`src/rtl/csr_unit.sv`:
```
// Machine-mode CSR file and trap controller (mstatus/mie/mtvec/mscratch/mepc/mcause/mip/mcycle).
// Latency: CSR reads, epc_taken and epc are combinational; state updates at the next rising edge.
// Backpressure: none. valid=0 freezes architectural state except mcycle and the irq synchronisers.
//
// Ports:
//   clk, rst_n               core clock, synchronous active-low reset
//   inst, valid, pc, wdata   instruction in stage, live flag, its PC, rs1 operand
//   csr_we, csr_re, is_mret  decoder controls
//   ext_irq, timer_irq       asynchronous interrupt levels
//   rdata                    old CSR value (0 unless csr_re)
//   epc_taken, epc           fetch redirect for interrupt entry / MRET
module csr_unit #(
  parameter int DW = 32
) (
  input  logic          clk,
  input  logic          rst_n,
  input  logic [DW-1:0] inst,
  input  logic          valid,
  input  logic          csr_we,
  input  logic          csr_re,
  input  logic          is_mret,
  input  logic [DW-1:0] pc,
  input  logic [DW-1:0] wdata,
  input  logic          ext_irq,
  input  logic          timer_irq,
  output logic [DW-1:0] rdata,
  output logic          epc_taken,
  output logic [DW-1:0] epc
);

  localparam logic [11:0] A_MSTATUS  = 12'h300;
  localparam logic [11:0] A_MIE      = 12'h304;
  localparam logic [11:0] A_MTVEC    = 12'h305;
  localparam logic [11:0] A_MSCRATCH = 12'h340;
  localparam logic [11:0] A_MEPC     = 12'h341;
  localparam logic [11:0] A_MCAUSE   = 12'h342;
  localparam logic [11:0] A_MIP      = 12'h344;
  localparam logic [11:0] A_MCYCLE   = 12'hB00;

  logic          mst_mie_q, mst_mie_d, mst_mpie_q, mst_mpie_d;
  logic          mie_mtie_q, mie_mtie_d, mie_meie_q, mie_meie_d;
  logic [DW-1:0] mtvec_q, mtvec_d, mscratch_q, mscratch_d;
  logic [DW-1:0] mepc_q, mepc_d, mcause_q, mcause_d, mcycle_q, mcycle_d;
  logic          ext_s1_q, ext_s1_d, ext_s2_q, ext_s2_d;
  logic          tmr_s1_q, tmr_s1_d, tmr_s2_q, tmr_s2_d;

  logic [2:0]    funct3;
  logic [4:0]    uimm;
  logic [11:0]   addr;
  logic [DW-1:0] src, old_val, new_val;
  logic          op_valid, wr_suppress, csr_wr;
  logic          irq_ext, irq_tmr, irq_take, mret_take;
  logic [3:0]    code;
  logic          unused_inst;

  assign unused_inst = ^{inst[11:0], pc[1:0]};

  always_comb begin
    funct3      = inst[14:12];
    uimm        = inst[19:15];
    addr        = inst[31:20];
    // funct3[1:0]==0 is not a CSR op (ECALL/MRET space or reserved)
    op_valid    = (funct3[1:0] != 2'b00);
    src         = funct3[2] ? {{(DW-5){1'b0}}, uimm} : wdata;
    // RS/RC with a zero rs1/uimm field is a pure read
    wr_suppress = funct3[1] && (uimm == 5'd0);

    old_val = '0;
    unique case (addr)
      A_MSTATUS:  old_val = {{(DW-8){1'b0}}, mst_mpie_q, 3'b000, mst_mie_q, 3'b000};
      A_MIE:      old_val = {{(DW-12){1'b0}}, mie_meie_q, 3'b000, mie_mtie_q, 7'b0};
      A_MTVEC:    old_val = mtvec_q;
      A_MSCRATCH: old_val = mscratch_q;
      A_MEPC:     old_val = mepc_q;
      A_MCAUSE:   old_val = mcause_q;
      A_MIP:      old_val = {{(DW-12){1'b0}}, ext_s2_q, 3'b000, tmr_s2_q, 7'b0};
      A_MCYCLE:   old_val = mcycle_q;
      default:    old_val = '0;
    endcase

    unique case (funct3[1:0])
      2'b01:   new_val = src;
      2'b10:   new_val = old_val | src;
      2'b11:   new_val = old_val & ~src;
      default: new_val = old_val;
    endcase

    rdata = csr_re ? old_val : '0;

    irq_ext   = mst_mie_q & mie_meie_q & ext_s2_q;
    irq_tmr   = mst_mie_q & mie_mtie_q & tmr_s2_q;
    irq_take  = rst_n & valid & (irq_ext | irq_tmr);
    mret_take = rst_n & valid & is_mret & ~irq_take;
    epc_taken = irq_take | mret_take;
    code      = irq_ext ? 4'd11 : 4'd7;

    epc = '0;
    if (irq_take) begin
      epc = {mtvec_q[DW-1:2], 2'b00};
      if (mtvec_q[1:0] == 2'b01) epc = epc + {{(DW-6){1'b0}}, code, 2'b00};
    end else if (mret_take) begin
      epc = mepc_q;
    end

    // A redirect kills the instruction, including its CSR write
    csr_wr = valid & csr_we & ~epc_taken & op_valid & ~wr_suppress;

    mst_mie_d  = mst_mie_q;
    mst_mpie_d = mst_mpie_q;
    mie_mtie_d = mie_mtie_q;
    mie_meie_d = mie_meie_q;
    mtvec_d    = mtvec_q;
    mscratch_d = mscratch_q;
    mepc_d     = mepc_q;
    mcause_d   = mcause_q;
    mcycle_d   = mcycle_q + 1'b1;
    ext_s1_d   = ext_irq;
    ext_s2_d   = ext_s1_q;
    tmr_s1_d   = timer_irq;
    tmr_s2_d   = tmr_s1_q;

    if (csr_wr) begin
      unique case (addr)
        A_MSTATUS: begin
          mst_mie_d  = new_val[3];
          mst_mpie_d = new_val[7];
        end
        A_MIE: begin
          mie_mtie_d = new_val[7];
          mie_meie_d = new_val[11];
        end
        // only direct (0) and vectored (1) modes are retained
        A_MTVEC:    mtvec_d    = {new_val[DW-1:2], 1'b0, (new_val[1:0] == 2'b01)};
        A_MSCRATCH: mscratch_d = new_val;
        A_MEPC:     mepc_d     = {new_val[DW-1:2], 2'b00};
        A_MCAUSE:   mcause_d   = new_val;
        A_MCYCLE:   mcycle_d   = new_val;
        default: ;
      endcase
    end

    if (irq_take) begin
      mepc_d     = {pc[DW-1:2], 2'b00};
      mcause_d   = {1'b1, {(DW-5){1'b0}}, code};
      mst_mpie_d = mst_mie_q;
      mst_mie_d  = 1'b0;
    end else if (mret_take) begin
      mst_mie_d  = mst_mpie_q;
      mst_mpie_d = 1'b1;
    end
  end

  always_ff @(posedge clk) begin
    if (!rst_n) begin
      mst_mie_q  <= 1'b0;
      mst_mpie_q <= 1'b0;
      mie_mtie_q <= 1'b0;
      mie_meie_q <= 1'b0;
      mtvec_q    <= '0;
      mscratch_q <= '0;
      mepc_q     <= '0;
      mcause_q   <= '0;
      mcycle_q   <= '0;
      ext_s1_q   <= 1'b0;
      ext_s2_q   <= 1'b0;
      tmr_s1_q   <= 1'b0;
      tmr_s2_q   <= 1'b0;
    end else begin
      mst_mie_q  <= mst_mie_d;
      mst_mpie_q <= mst_mpie_d;
      mie_mtie_q <= mie_mtie_d;
      mie_meie_q <= mie_meie_d;
      mtvec_q    <= mtvec_d;
      mscratch_q <= mscratch_d;
      mepc_q     <= mepc_d;
      mcause_q   <= mcause_d;
      mcycle_q   <= mcycle_d;
      ext_s1_q   <= ext_s1_d;
      ext_s2_q   <= ext_s2_d;
      tmr_s1_q   <= tmr_s1_d;
      tmr_s2_q   <= tmr_s2_d;
    end
  end

endmodule

```
`config.mk`:
```
export PLATFORM = sky130hd
export DESIGN_NAME = csr_unit
export DESIGN_NICKNAME = d
export VERILOG_FILES = /design/src/rtl/csr_unit.sv
export SDC_FILE = /design/constraint.sdc
export NUM_CORES = 1
export LEC_CHECK = 0
export ABC_CLOCK_PERIOD_IN_PS = 5650
export BUFFER_PORTS_ARGS = -buffer_cell sky130_fd_sc_hd__buf_2
export CAP_MARGIN = 40
export CORE_UTILIZATION = 50
export DETAILED_ROUTE_END_ITERATION = 8
export GPL_TIMING_DRIVEN = 0
export HOLD_SLACK_MARGIN = 0.05
export PLACE_DENSITY = 0.72
export SLEW_MARGIN = 20
export SYNTH_ARGS = -nofsm -noshare
export SYNTH_HDL_FRONTEND = slang
export SYNTH_SLANG_ARGS = --single-unit
```
`constraint.sdc`:
```
create_clock -name clk -period 5.65 [get_ports clk]
set_input_delay 0.2825 -clock clk [delete_from_list [all_inputs] [get_ports clk]]
set_output_delay 0.2825 -clock clk [all_outputs]
set_load 0.01 [all_outputs]
```
; ---- After elaboration in Yosys (flattened, before gate mapping)
; Index checks and enable logic that the tools add are counted.
[totals]
regBits = 165
latchBits = 0
ramBits = 0
rom_bits = 0
inputBits = 104
out_inout_bits = 65
wordCells = 91
mem_count = 0
[op_classes]
addsub = 2
mul = 0
n_div = 0
order_cmp = 0
n_eq_ne = 12
shifts = 0
muxes = 23
n_bitwise = 21
reduce_logical = 19
[op_table]
columns = op, count
row1 = 32-bit two-way mux, 13
row2 = 32-bit case mux with 8 select lines, 1
row3 = 32-bit case mux with 3 select lines, 1
row4 = 12-bit by 10-bit == test with 1-bit output (second input constant), 7
row5 = 32-bit by 1-bit adder with 32-bit output (second input constant), 1
row6 = 32-bit by 6-bit adder with 32-bit output, 1
row7 = 32-bit AND, 1
row8 = 32-bit NOT, 1
row9 = 32-bit bitwise OR, 1
row10 = 2-bit AND reduction, 8
row11 = 1-bit AND, 12
row12 = 12-bit == test (second input constant), 1
row13 = 2-bit nonzero test, 6
row14 = 1-bit two-way mux, 7
row15 = 3-bit nonzero test, 2
row16 = 5-bit zero test, 1
row17 = 2-bit by 1-bit == test with 1-bit output (second input constant), 2
row18 = 2-bit == test (second input constant), 2
row19 = 4-bit two-way mux, 1
row20 = 1-bit NOT, 4
row21 = 1-bit bitwise OR, 2
row22 = 2-bit OR reduction, 1
row23 = 1-bit logical AND, 1

; ---- Logic depth before layout (Yosys ltp)
; Gate-level depths: netlist of the first run.
[depth]
ltp_word = 14
ltp_mapped = 10
ltp_nobuf = 8

; ---- Least setup slack after synthesis of the first run
; No wires, ideal clock.
[synth_timing]
kind = register to output
start = register mst_mie_q
end = output epc[20]
arrival_time_ps = 2193
required_ps = 5368
path_slack_ps = 3174
stages_incl_launch_ff = 9
n_path_buf = 0
cell_sequence = dfxtp_1 -> nand3_1 -> ha_1 -> nor2b_1 -> o21ai_0 -> a2111oi_4 -> nand2_1 -> xor2_1 -> o21ai_0
[synth_between]
elab_chain_len = 8
[synth_lines]
columns = item, line_no
row1 = from (decl), 40  ; logic mst_mie_q, mst_mie_d, mst_mpie_q, mst_mpie_d;
row2 = from (signal assigned), 169  ; mst_mie_q <= mst_mie_d;
row3 = branches (longest 7 deep; another with 32-bit by 6-bit adder with 32-bit output), --
row4 = 32-bit two-way mux (*), 98  ; if (irq_take) begin
row5 = to (decl), 28  ; output logic [DW-1:0] epc
; Mark *: on every way between the ends.

; ---- Final worst setup path of the first run
[layout_timing]
start = register mst_mie_q
end = output epc[29]
; Same word-level chain as after synthesis.

==> flow_metrics.py, run 1 <==
metrics = {
    "worst_setup_path": {
        "cp-start-kind": "flop",
        "arrival_ns": 3.52,
        "cp_slowest_stage_delay_ns": 0.86,
        "required_ns": 5.37,
        "critPathCaptureType": "output pin",
        "path_cells": "nand3_1 -> ha_1 -> o21a_1 -> o21ai_0 -> a2111oi_2 -> nand4_1 -> xor2_1 -> o21ai_1 -> buf_2",
        "worst-path-buf-inv": 1,
        "crit_fanout": 6,
        "critPathTopFamily": "compound AO/OA/AOI/OAI gates",
        "cpMaxStageDelayCell": "a2111oi_2",
        "crit_type": "reg2out",
    },
    "grt": {
        "grt_usage_pct": 36.84,
        "grt_pass1_vias": 10160,
        "antenna_found_initial": 0,
        "grt_max_degree": 17,
        "grt_overflow_total": 0,
        "grt_first_pass_wirelength_microns": 59200,
    },
    "timing": {
        "relSlewSlack_pct": 42.91,
        "whs_ns": 0.05363,
        "fin_crit_ns": 3.804,
        "setup_violations": 0,
        "max_freq_ghz": 0.2629,
        "slew_violations": 0,
        "skew_ns": 0.009706,
        "finalSetupTns_ns": 0,
        "worst_slew_pin_slew_ns": 0.8563,
        "finalHoldViolCount": 0,
        "fin_crit_sh_pct": 67.33,
        "rsz0062_at_grt": "false",
    },
    "clock_network": {
        "clk_latency_ns": 0.44,
        "htreeDepth": 4,
        "path_clk_slew_ns": 0.06,
        "cts_resized": 0,
        "hold_buffers": 0,
        "cts-root-buf": "clkbuf_16",
        "cts_made_buffers": 17,
        "cts_setup_buffers": 0,
        "cts_tree": "done",
        "cts.sinks": 165,
        "cts_buffer_depth": 2,
    },
    "finish": {
        "diodes": 0,
        "nNetsFinal": 1547,
        "n_fill_cell": 1827,
        "layout-area-overhead-vs-synth_pct": 16.28,
        "utilization_pct": 60.23,
        "final_area_sq_um": 11880,
        "layout-drive-gt1-share_pct": 19.57,
    },
    "logic_synthesis": {
        "syn_area_per_cell_sq_um": 8.029,
        "synth_cell_types": 87,
        "ys_seq_area_share_pct": 32.35,
        "yosysWarnings": 0,
        "synth_edf_count": 0,
        "ys_ff_latch": 165,
        "synth.area.top_cells": "dfxtp_1 32%, o21ai_0 5.9%, a21oi_1 5.6%",
        "async_flop_share_pct": 0,
        "synth_top_area_share_pct": 32.35,
        "synth_commonest_cells": "165 x dfxtp_1, 149 x nand2_1, 120 x o21ai_0",
        "synth_ff_type": "dfxtp_1",
        "synth.most_common_cell": "dfxtp_1",
        "syn_inst": 1272,
        "synth_top_cell_by_area": "dfxtp_1",
        "syn_area_sq_um": 10210,
    },
    "place": {
        "detailed_place_hpwl_microns": 29810,
        "gp_congestion": 0.9811,
        "portBuffers": 145,
        "dpl-instance-area_sq_um": 11280,
    },
    "pwr": {
        "peakVddDrop_mv": 0.2134,
        "total_leakage_power_nw": 4.607,
        "finalPower_mw": 2.577,
        "p_per_area_nw_per_um2": 217.0,
    },
    "routing": {
        "drtPass1Iterations": 9,
        "via_per_inst": 6.420,
        "drc_errors": 0,
        "avgRoutedWirePerCell_microns": 22.98,
        "num_vias": 11020,
        "wl_microns": 39430,
        "final_antenna_net_count": 0,
        "drt_iter0_markers": 1474,
    },
    "floorplanning": {
        "fp.dieH_microns": 144.9,
        "ios": 169,
        "core_area_sq_um": 19720,
        "die_w_microns": 144.9,
        "initial_core_util_pct": 51.79,
        "core.rowCount": 51,
        "dieArea_sq_um": 21000,
    },
    "job": {
        "max_cap_violations": 0,
    },
    "status": {
        "outcome": "completed",
    },
    "worst_hold_path": {
        "min_path_type": "in2reg",
    },
}
kinds of logic (layout without fill, tap and decap cells):
kind of cell,after synthesis,after routing,synth area share [%]
muxes,39,39,3.823
xor gates and xnor gates,64,64,5.489
other,1,2,0.03672
buffers and inverters,120,298,5.844
AOI/OAI and AO/OA,474,474,31.55
adders and majority gates,4,4,0.4901
DFF,165,165,32.35
and+or+nand+nor,405,405,20.42
state kept, by name (all words and copies together) (netlist names):
signal / cells
ext_s1_q: 1
ext_s2_q: 1
mcause_q: 32
mcycle_q: 32
mepc_q: 30
mie_meie_q: 1
mie_mtie_q: 1
mscratch_q: 32
mst_mie_q: 1
mst_mpie_q: 1
mtvec_q: 31
tmr_s1_q: 1
tmr_s2_q: 1
report_power, final:
part	switching, mW	internal [mW]	total (mW)	leakage (nW)
registers	0.00487	1.17	1.17	1.33
logic	0.151	0.0786	0.230	3.00
clock network	0.501	0.675	1.18	0.276
worst reg2reg max path, stage by stage (launching register included):
cell     delay (ns)
dfxtp_1        0.34
a22o_1         0.28
nand2_1        0.11
nor2_1         0.10
buf_4          0.21
nor2_1         0.47
buf_1          0.65
o21ai_0        0.22
a21oi_1        0.18
cells in the final DEF (no fill, tap or decap), types with 21 or more instances in the layout:
cell type	synthesis	final
a21o_1	23	23
a21oi_1	114	114
a221o_1	25	25
buf_2	31	176
clkbuf_1	55	57
dfxtp_1	165	165
mux2i_1	39	39
nand2_1	149	149
nand2b_1	28	28
nand3_1	49	49
nor2_1	60	60
nor2b_1	26	26
o211ai_1	21	21
o21ai_0	120	120
o22ai_1	23	23
o2bb2ai_1	25	25
xnor2_1	48	48
path summary, 6_finish.rpt:
kind                                    to  cells after the start  slack (ns)                   start
setup reg to reg  mcause_q[5]$_SDFFE_PP0P_                      8        3.02     ext_s2_q$_SDFF_PN0_
setup / recovery                   epc[29]                      9        1.85  mst_mie_q$_SDFFE_PP0P_
hold reg to reg        ext_s2_q$_SDFF_PN0_                      1        0.44     ext_s1_q$_SDFF_PN0_
hold / removal         tmr_s1_q$_SDFF_PN0_                      2        0.05               timer_irq
layer usage:
metal / track usage [%] / part of all wire (%) / vias up
li1: - / - / 4976
met1: 50.40 / 41 / 5173
met2: 54.74 / 42 / 774
met3: 8.994 / 13 / 93
met4: 15.80 / 3.8 / 0
met5: 0 / 0 / -
area by class of cell:
type	instances	area [sq um]	area share, %
plain buffers	107	548.0	4.615
clock buffers	21	460.4	3.877
clock inverters	10	122.6	1.033
inverters	13	48.80	0.4109
multi-input cells	988	6316	53.19
flip-flops and latches	165	3303	27.82
well taps	265	331.6	2.792
repair buffers	147	744.5	6.269
per-stage QoR:
step | setup WS [ns] | instances
2_1_floorplan | 3.174 | 1273
5_1_grt | 1.727 | 1716
4_1_cts | 1.922 | 1715
3_5_place_dp | 2.385 | 1684
3_3_place_gp | 2.401 | 1683
6_report | 1.846 | 1716
Power figures use the tool's default switching activity.
==> inputs of run 2 (changes only) <==
--- a/config.mk
+++ b/config.mk
@@ -5,14 +5,14 @@
 export SDC_FILE = /design/constraint.sdc
 export NUM_CORES = 1
 export LEC_CHECK = 0
-export ABC_CLOCK_PERIOD_IN_PS = 5650
+export ABC_CLOCK_PERIOD_IN_PS = 3200
 export BUFFER_PORTS_ARGS = -buffer_cell sky130_fd_sc_hd__buf_2
 export CAP_MARGIN = 40
 export CORE_UTILIZATION = 50
 export DETAILED_ROUTE_END_ITERATION = 8
 export GPL_TIMING_DRIVEN = 0
 export HOLD_SLACK_MARGIN = 0.05
-export PLACE_DENSITY = 0.72
+export PLACE_DENSITY = 0.75
 export SLEW_MARGIN = 20
 export SYNTH_ARGS = -nofsm -noshare
 export SYNTH_HDL_FRONTEND = slang
==> constraint.sdc (replaced) <==
create_clock -name clk -period 3.2 [get_ports clk]
set_input_delay 0.16 -clock clk [delete_from_list [all_inputs] [get_ports clk]]
set_output_delay 0.16 -clock clk [all_outputs]
set_load 0.01 [all_outputs]
==> flow_metrics.py, run 2 (synthesized netlist as in run 1, its figures left out) <==
metrics = {
    "worst_setup_path": {
        "r2r-start": "ext_s2_q$_SDFF_PN0_",
        "arrival_ns": 3.07,
        "cp-start-kind": "flop",
        "crit_fanout": 10,
        "required_ns": 3.04,
        "r2r_slack_ns": 0.58,
        "r2r_cells": 7,
        "crit_type": "reg2out",
        "regToRegEndpoint": "mcause_q[5]$_SDFFE_PP0P_",
        "critPathCaptureType": "output pin",
    },
    "grt": {
        "grt_usage_pct": 36.73,
        "grt_max_degree": 17,
        "antenna_found_initial": 0,
        "grt_pass1_vias": 10380,
        "grt_first_pass_wirelength_microns": 59550,
        "grt_overflow_total": 0,
    },
    "place": {
        "dp.cells": 1684,
        "dpl-instance-area_sq_um": 11280,
        "portBuffers": 145,
        "pre_cts_ws_ns": 0.1254,
        "detailed_place_hpwl_microns": 29370,
        "gp_congestion": 1.002,
    },
    "routing": {
        "via_per_inst": 6.385,
        "final_antenna_net_count": 0,
        "avgRoutedWirePerCell_microns": 22.46,
        "drt_iter0_markers": 1457,
        "num_vias": 11150,
        "drtPass1Iterations": 6,
        "drc_errors": 0,
        "wl_microns": 39240,
    },
    "floorplanning": {
        "initial_core_util_pct": 51.79,
        "fp.dieH_microns": 144.9,
        "core.rowCount": 51,
        "ios": 169,
        "core_area_sq_um": 19720,
        "die_w_microns": 144.9,
        "dieArea_sq_um": 21000,
    },
    "worst_hold_path": {
        "hold_end": "mepc_q[3]$_SDFFE_PN0P_",
        "hp-start": "pc[3]",
        "min_path_type": "in2reg",
        "hold_depth": 3,
    },
    "finish": {
        "final_area_sq_um": 12190,
        "n_fill_cell": 1758,
        "layout-area-overhead-vs-synth_pct": 19.38,
        "layout_common_cells": "176 x buf_2, 164 x dfxtp_1, 149 x nand2_1, 117 x o21ai_0, 114 x a21oi_1",
        "layout-drive-gt1-share_pct": 19.37,
        "nNetsFinal": 1578,
        "layout_commonest_cell": "buf_2",
        "top_regs": "mcause_q x32, mcycle_q x32, mscratch_q x32",
        "final_cells": 1747,
        "diodes": 0,
    },
    "timing": {
        "finalHoldViolCount": 0,
        "fin_crit_ns": 3.226,
        "max_freq_ghz": 0.3100,
        "slew_violations": 0,
        "relSlewSlack_pct": 39.36,
        "rsz0062_at_grt": "true",
        "finalSetupTns_ns": -0.04050,
        "worst_slew_pin_slew_ns": 0.9095,
        "finalWorstSetupSlack_ns": -0.02619,
        "setup_violations": 2,
        "skew_ns": 0.009988,
        "fin_crit_sh_pct": 100.8,
    },
    "clock_network": {
        "cts-root-buf": "clkbuf_16",
        "cts_tree": "done",
        "cts.sinks": 165,
        "htreeDepth": 4,
        "clk_latency_ns": 0.44,
        "cts_made_buffers": 17,
        "cts_buffer_depth": 2,
        "path_clk_slew_ns": 0.06,
    },
    "status": {
        "violations": "negative setup slack",
        "outcome": "finished with violations",
    },
    "pwr": {
        "total_leakage_power_nw": 4.744,
        "peakVddDrop_mv": 0.3758,
        "finalPower_mw": 4.545,
        "p_per_area_nw_per_um2": 372.8,
    },
    "job": {
        "max_cap_violations": 0,
    },
}
run 2: cell count changes in the layout (fill, tap and decap cells not counted), moves of 2 or more:
cell	before	now
dlygate4sd3_1	0	29
o21ai_0	120	117
buf_4	9	11
clkinv_2	1	3
clkinv_4	2	0
o21ai_1	19	21
run 2: worst max path at each step:
stage / start / endpoint / slack (ns) / cells past startpoint
floorplan: mst_mie_q$_SDFFE_PP0P_ / epc[20] / 0.85 / 8
global placement: mst_mie_q$_SDFFE_PP0P_ / epc[17] / 0.17 / 9
detailed placement: mst_mie_q$_SDFFE_PP0P_ / epc[29] / 0.13 / 9
CTS: mst_mie_q$_SDFFE_PP0P_ / epc[14] / 0.02 / 9
global route: mie_meie_q$_SDFFE_PN0P_ / epc[18] / -0.03 / 10
finish: ext_s2_q$_SDFF_PN0_ / epc[5] / -0.03 / 6
run 2: report_power, final:
part / switching (mW) / internal (mW) / leakage [nW]
clock: 0.838 / 1.20 / 0.279
combinational: 0.271 / 0.162 / 3.13
sequential: 0.00856 / 2.06 / 1.33
total: 1.12 / 3.43 / 4.74
run 2: final cells by class:
class / instances / area [sq um] / share of cell area, %
clock inverters: 8 / 98.84 / 0.8108
well taps: 265 / 331.6 / 2.720
multi-input cells: 988 / 6332 / 51.94
inverters: 13 / 48.80 / 0.4002
clock buffers: 23 / 478.0 / 3.920
repair buffers: 178 / 1050 / 8.610
plain buffers: 107 / 548.0 / 4.495
flip-flops and latches: 165 / 3304 / 27.10
run 2: repair_timing:
item | in CTS | in global routing
hold buffers | 29 | 0
resized for setup | 3 | 4
hold endpoints to repair | 29 | 0
setup endpoints to repair | 15 | 12
pin swaps | 2 | 0
setup buffers | 3 | 0
run 2: metal layers:
layer,vias to the layer above,global-route usage [%],share of wire [%]
li1,5034,-,-
met1,5182,49.01,41
met2,808,54.76,42
met3,130,9.748,13
met4,0,17.39,4.3
met5,-,0,0
run 2: worst max-delay path: stages (launching register included):
cell,delay [ns]
dfxtp_1,0.35
a22o_1,0.29
nand4_1,0.29
clkbuf_1,0.50
clkbuf_1,0.62
o21ai_0,0.34
buf_2,0.22
run 2: metrics by stage:
| stage | utilization (%) | hold WS [ns] |
|---|---|---|
| 6_report | 61.83 | 0.06900 |
| 4_1_cts | 61.79 | 0.06283 |
| 3_5_place_dp | 57.21 | 0.3798 |
| 5_1_grt | 61.83 | 0.1122 |
| 3_3_place_gp | 57.17 | 0.3660 |
| 2_1_floorplan | - | 0.2760 |
==> inputs of run 3 (changes only) <==
--- a/config.mk
+++ b/config.mk
@@ -8,11 +8,11 @@
 export ABC_CLOCK_PERIOD_IN_PS = 3200
 export BUFFER_PORTS_ARGS = -buffer_cell sky130_fd_sc_hd__buf_2
 export CAP_MARGIN = 40
-export CORE_UTILIZATION = 50
+export CORE_UTILIZATION = 52
 export DETAILED_ROUTE_END_ITERATION = 8
 export GPL_TIMING_DRIVEN = 0
 export HOLD_SLACK_MARGIN = 0.05
-export PLACE_DENSITY = 0.75
+export PLACE_DENSITY = 0.77
 export SLEW_MARGIN = 20
 export SYNTH_ARGS = -nofsm -noshare
 export SYNTH_HDL_FRONTEND = slang
==> flow_metrics.py, run 3 (synthesized netlist as in run 1, its figures left out) <==
metrics = {
    "clock_network": {
        "clk_latency_ns": 0.44,
        "path_clk_slew_ns": 0.06,
        "cts_made_buffers": 17,
        "cts.sinks": 165,
        "htreeDepth": 4,
        "cts_tree": "done",
        "cts-root-buf": "clkbuf_16",
        "cts_buffer_depth": 2,
    },
    "timing": {
        "worst_slew_pin_slew_ns": 0.9128,
        "rsz0062_at_grt": "false",
        "fin_crit_ns": 3.089,
        "fin_crit_sh_pct": 96.52,
        "finalHoldViolCount": 0,
        "skew_ns": 0.01087,
        "finalSetupTns_ns": 0,
        "setup_violations": 0,
        "slew_violations": 0,
        "max_freq_ghz": 0.3238,
        "relSlewSlack_pct": 39.15,
    },
    "pwr": {
        "p_comb_share_pct": 9.7,
        "switching_share_pct": 25.83,
        "finalPower_mw": 4.496,
        "p_per_area_nw_per_um2": 369.1,
        "peakVddDrop_mv": 0.4147,
        "p_seq_share_pct": 46.0,
        "switchingPower_mw": 1.161,
        "total_leakage_power_nw": 4.737,
        "internal-power_mw": 3.335,
        "p_clk_share_pct": 44.3,
    },
    "routing": {
        "m1WireLength_microns": 15710,
        "met2_length_microns": 16370,
        "route.met3.wl_microns": 5367,
        "drt_iter0_markers": 1557,
        "num_vias": 11210,
        "via_per_inst": 6.437,
        "drtPass1Iterations": 7,
        "avgRoutedWirePerCell_microns": 22.61,
        "final_antenna_net_count": 0,
        "drc_errors": 0,
        "wl_microns": 39370,
        "highest_layer": "met5",
    },
    "grt": {
        "grt_max_degree": 17,
        "grt_overflow_total": 0,
        "grt_usage_pct": 39.13,
        "grt_first_pass_wirelength_microns": 59180,
        "antenna_found_initial": 1,
        "grt_pass1_vias": 10450,
    },
    "finish": {
        "utilization_pct": 64.26,
        "final_area_sq_um": 12180,
        "layout_commonest_cell": "buf_2",
        "n_fill_cell": 1716,
        "layout-drive-gt1-share_pct": 19.58,
        "ff_latch_area_sq_um": 3304,
        "diodes": 0,
        "layout_common_cells": "176 x buf_2, 164 x dfxtp_1, 149 x nand2_1, 118 x o21ai_0, 114 x a21oi_1",
        "top_regs": "mcause_q x32, mcycle_q x32, mscratch_q x32",
        "final_cells": 1741,
        "layout-area-overhead-vs-synth_pct": 19.27,
        "nNetsFinal": 1577,
        "multi_input_area_sq_um": 6350,
    },
    "floorplanning": {
        "ios": 169,
        "dieArea_sq_um": 20200,
        "core_area_sq_um": 18960,
        "core.rowCount": 50,
        "initial_core_util_pct": 53.87,
        "fp.dieH_microns": 142.1,
        "die_w_microns": 142.1,
    },
    "job": {
        "max_cap_violations": 0,
    },
    "worst_setup_path": {
        "crit_type": "reg2out",
        "required_ns": 3.04,
        "cp-start-kind": "flop",
        "critPathCaptureType": "output pin",
        "crit_fanout": 4,
        "arrival_ns": 2.93,
    },
    "status": {
        "outcome": "completed",
    },
    "place": {
        "detailed_place_hpwl_microns": 29470,
        "dp.cells": 1679,
        "gp_congestion": 0.9914,
        "portBuffers": 145,
        "dpl-instance-area_sq_um": 11270,
    },
    "worst_hold_path": {
        "min_path_type": "in2reg",
    },
}
==> run 3: cell count changes in the layout (fill, tap and decap cells not counted), sizes merged <==
| cell | previous run | this run |
|---|---|---|
| clkinv | 4 | 8 |
| clkbuf | 80 | 78 |
| buf | 199 | 198 |
| bufinv | 2 | 1 |
| clkinvlp | 2 | 1 |
==> run 3: per-stage QoR <==
step                hold slack [ns]  setup WS, ns
floorplan                    0.2760        0.8467
global placement             0.3676        0.1130
detailed placement           0.3726        0.1214
CTS                         0.06035       0.09075
global route                0.08022       0.04811
finish                      0.05892        0.1113
==> run 3: critical path, cell delays in order, from the launching register on <==
cell	delay, ns
dfxtp_1	0.42
nand3_2	0.16
ha_4	0.31
nor2b_1	0.14
o21ai_1	0.16
a2111oi_4	0.44
nand3_1	0.14
xor2_1	0.16
o21ai_1	0.34
buf_2	0.21
==> run 3: area by class of cell <==
class                   count  share of cell area [%]
clock buffers              21                   3.780
clock inverters            10                  0.8218
inverters                  13                  0.4006
well taps                 260                   2.671
multi-input cells         988                   52.13
flip-flops and latches    165                   27.13
plain buffers             107                   4.510
repair buffers            177                   8.557
==> run 3: timing repair <==
item,4_1_cts,5_1_grt
pin swaps,2,1
resized for setup,3,7
hold buffers,29,0
endpoints found under the setup margin,14,8
endpoints found under the hold margin,29,0
buffers inserted,2,0
==> run 3: path summary, 6_finish.rpt <==
check | startpoint | cells after the start | to | slack, ns
max reg2reg | ext_s2_q$_SDFF_PN0_ | 8 | mcause_q[5]$_SDFFE_PP0P_ | 0.51
min reg2reg | tmr_s1_q$_SDFF_PN0_ | 1 | tmr_s2_q$_SDFF_PN0_ | 0.44
max | mie_meie_q$_SDFFE_PN0P_ | 9 | epc[18] | 0.11
min | pc[3] | 3 | mepc_q[3]$_SDFFE_PN0P_ | 0.06
==> run 3: metal layers <==
layer	up-vias	track usage (%)
met4	2	19.47
met2	864	58.72
met3	149	10.36
met1	5160	51.70
met5	-	0
li1	5032	-
==> run 3: power by group through the flow <==
stage / Combinational [mW] / Sequential, mW / Clock (mW)
global route: 0.458 / 2.07 / 2.06
global placement: 0.384 / 2.11 / 0
floorplan: 0.233 / 2.11 / 0
detailed placement: 0.389 / 2.11 / 0
CTS: 0.418 / 2.07 / 1.97
finish: 0.435 / 2.07 / 1.99
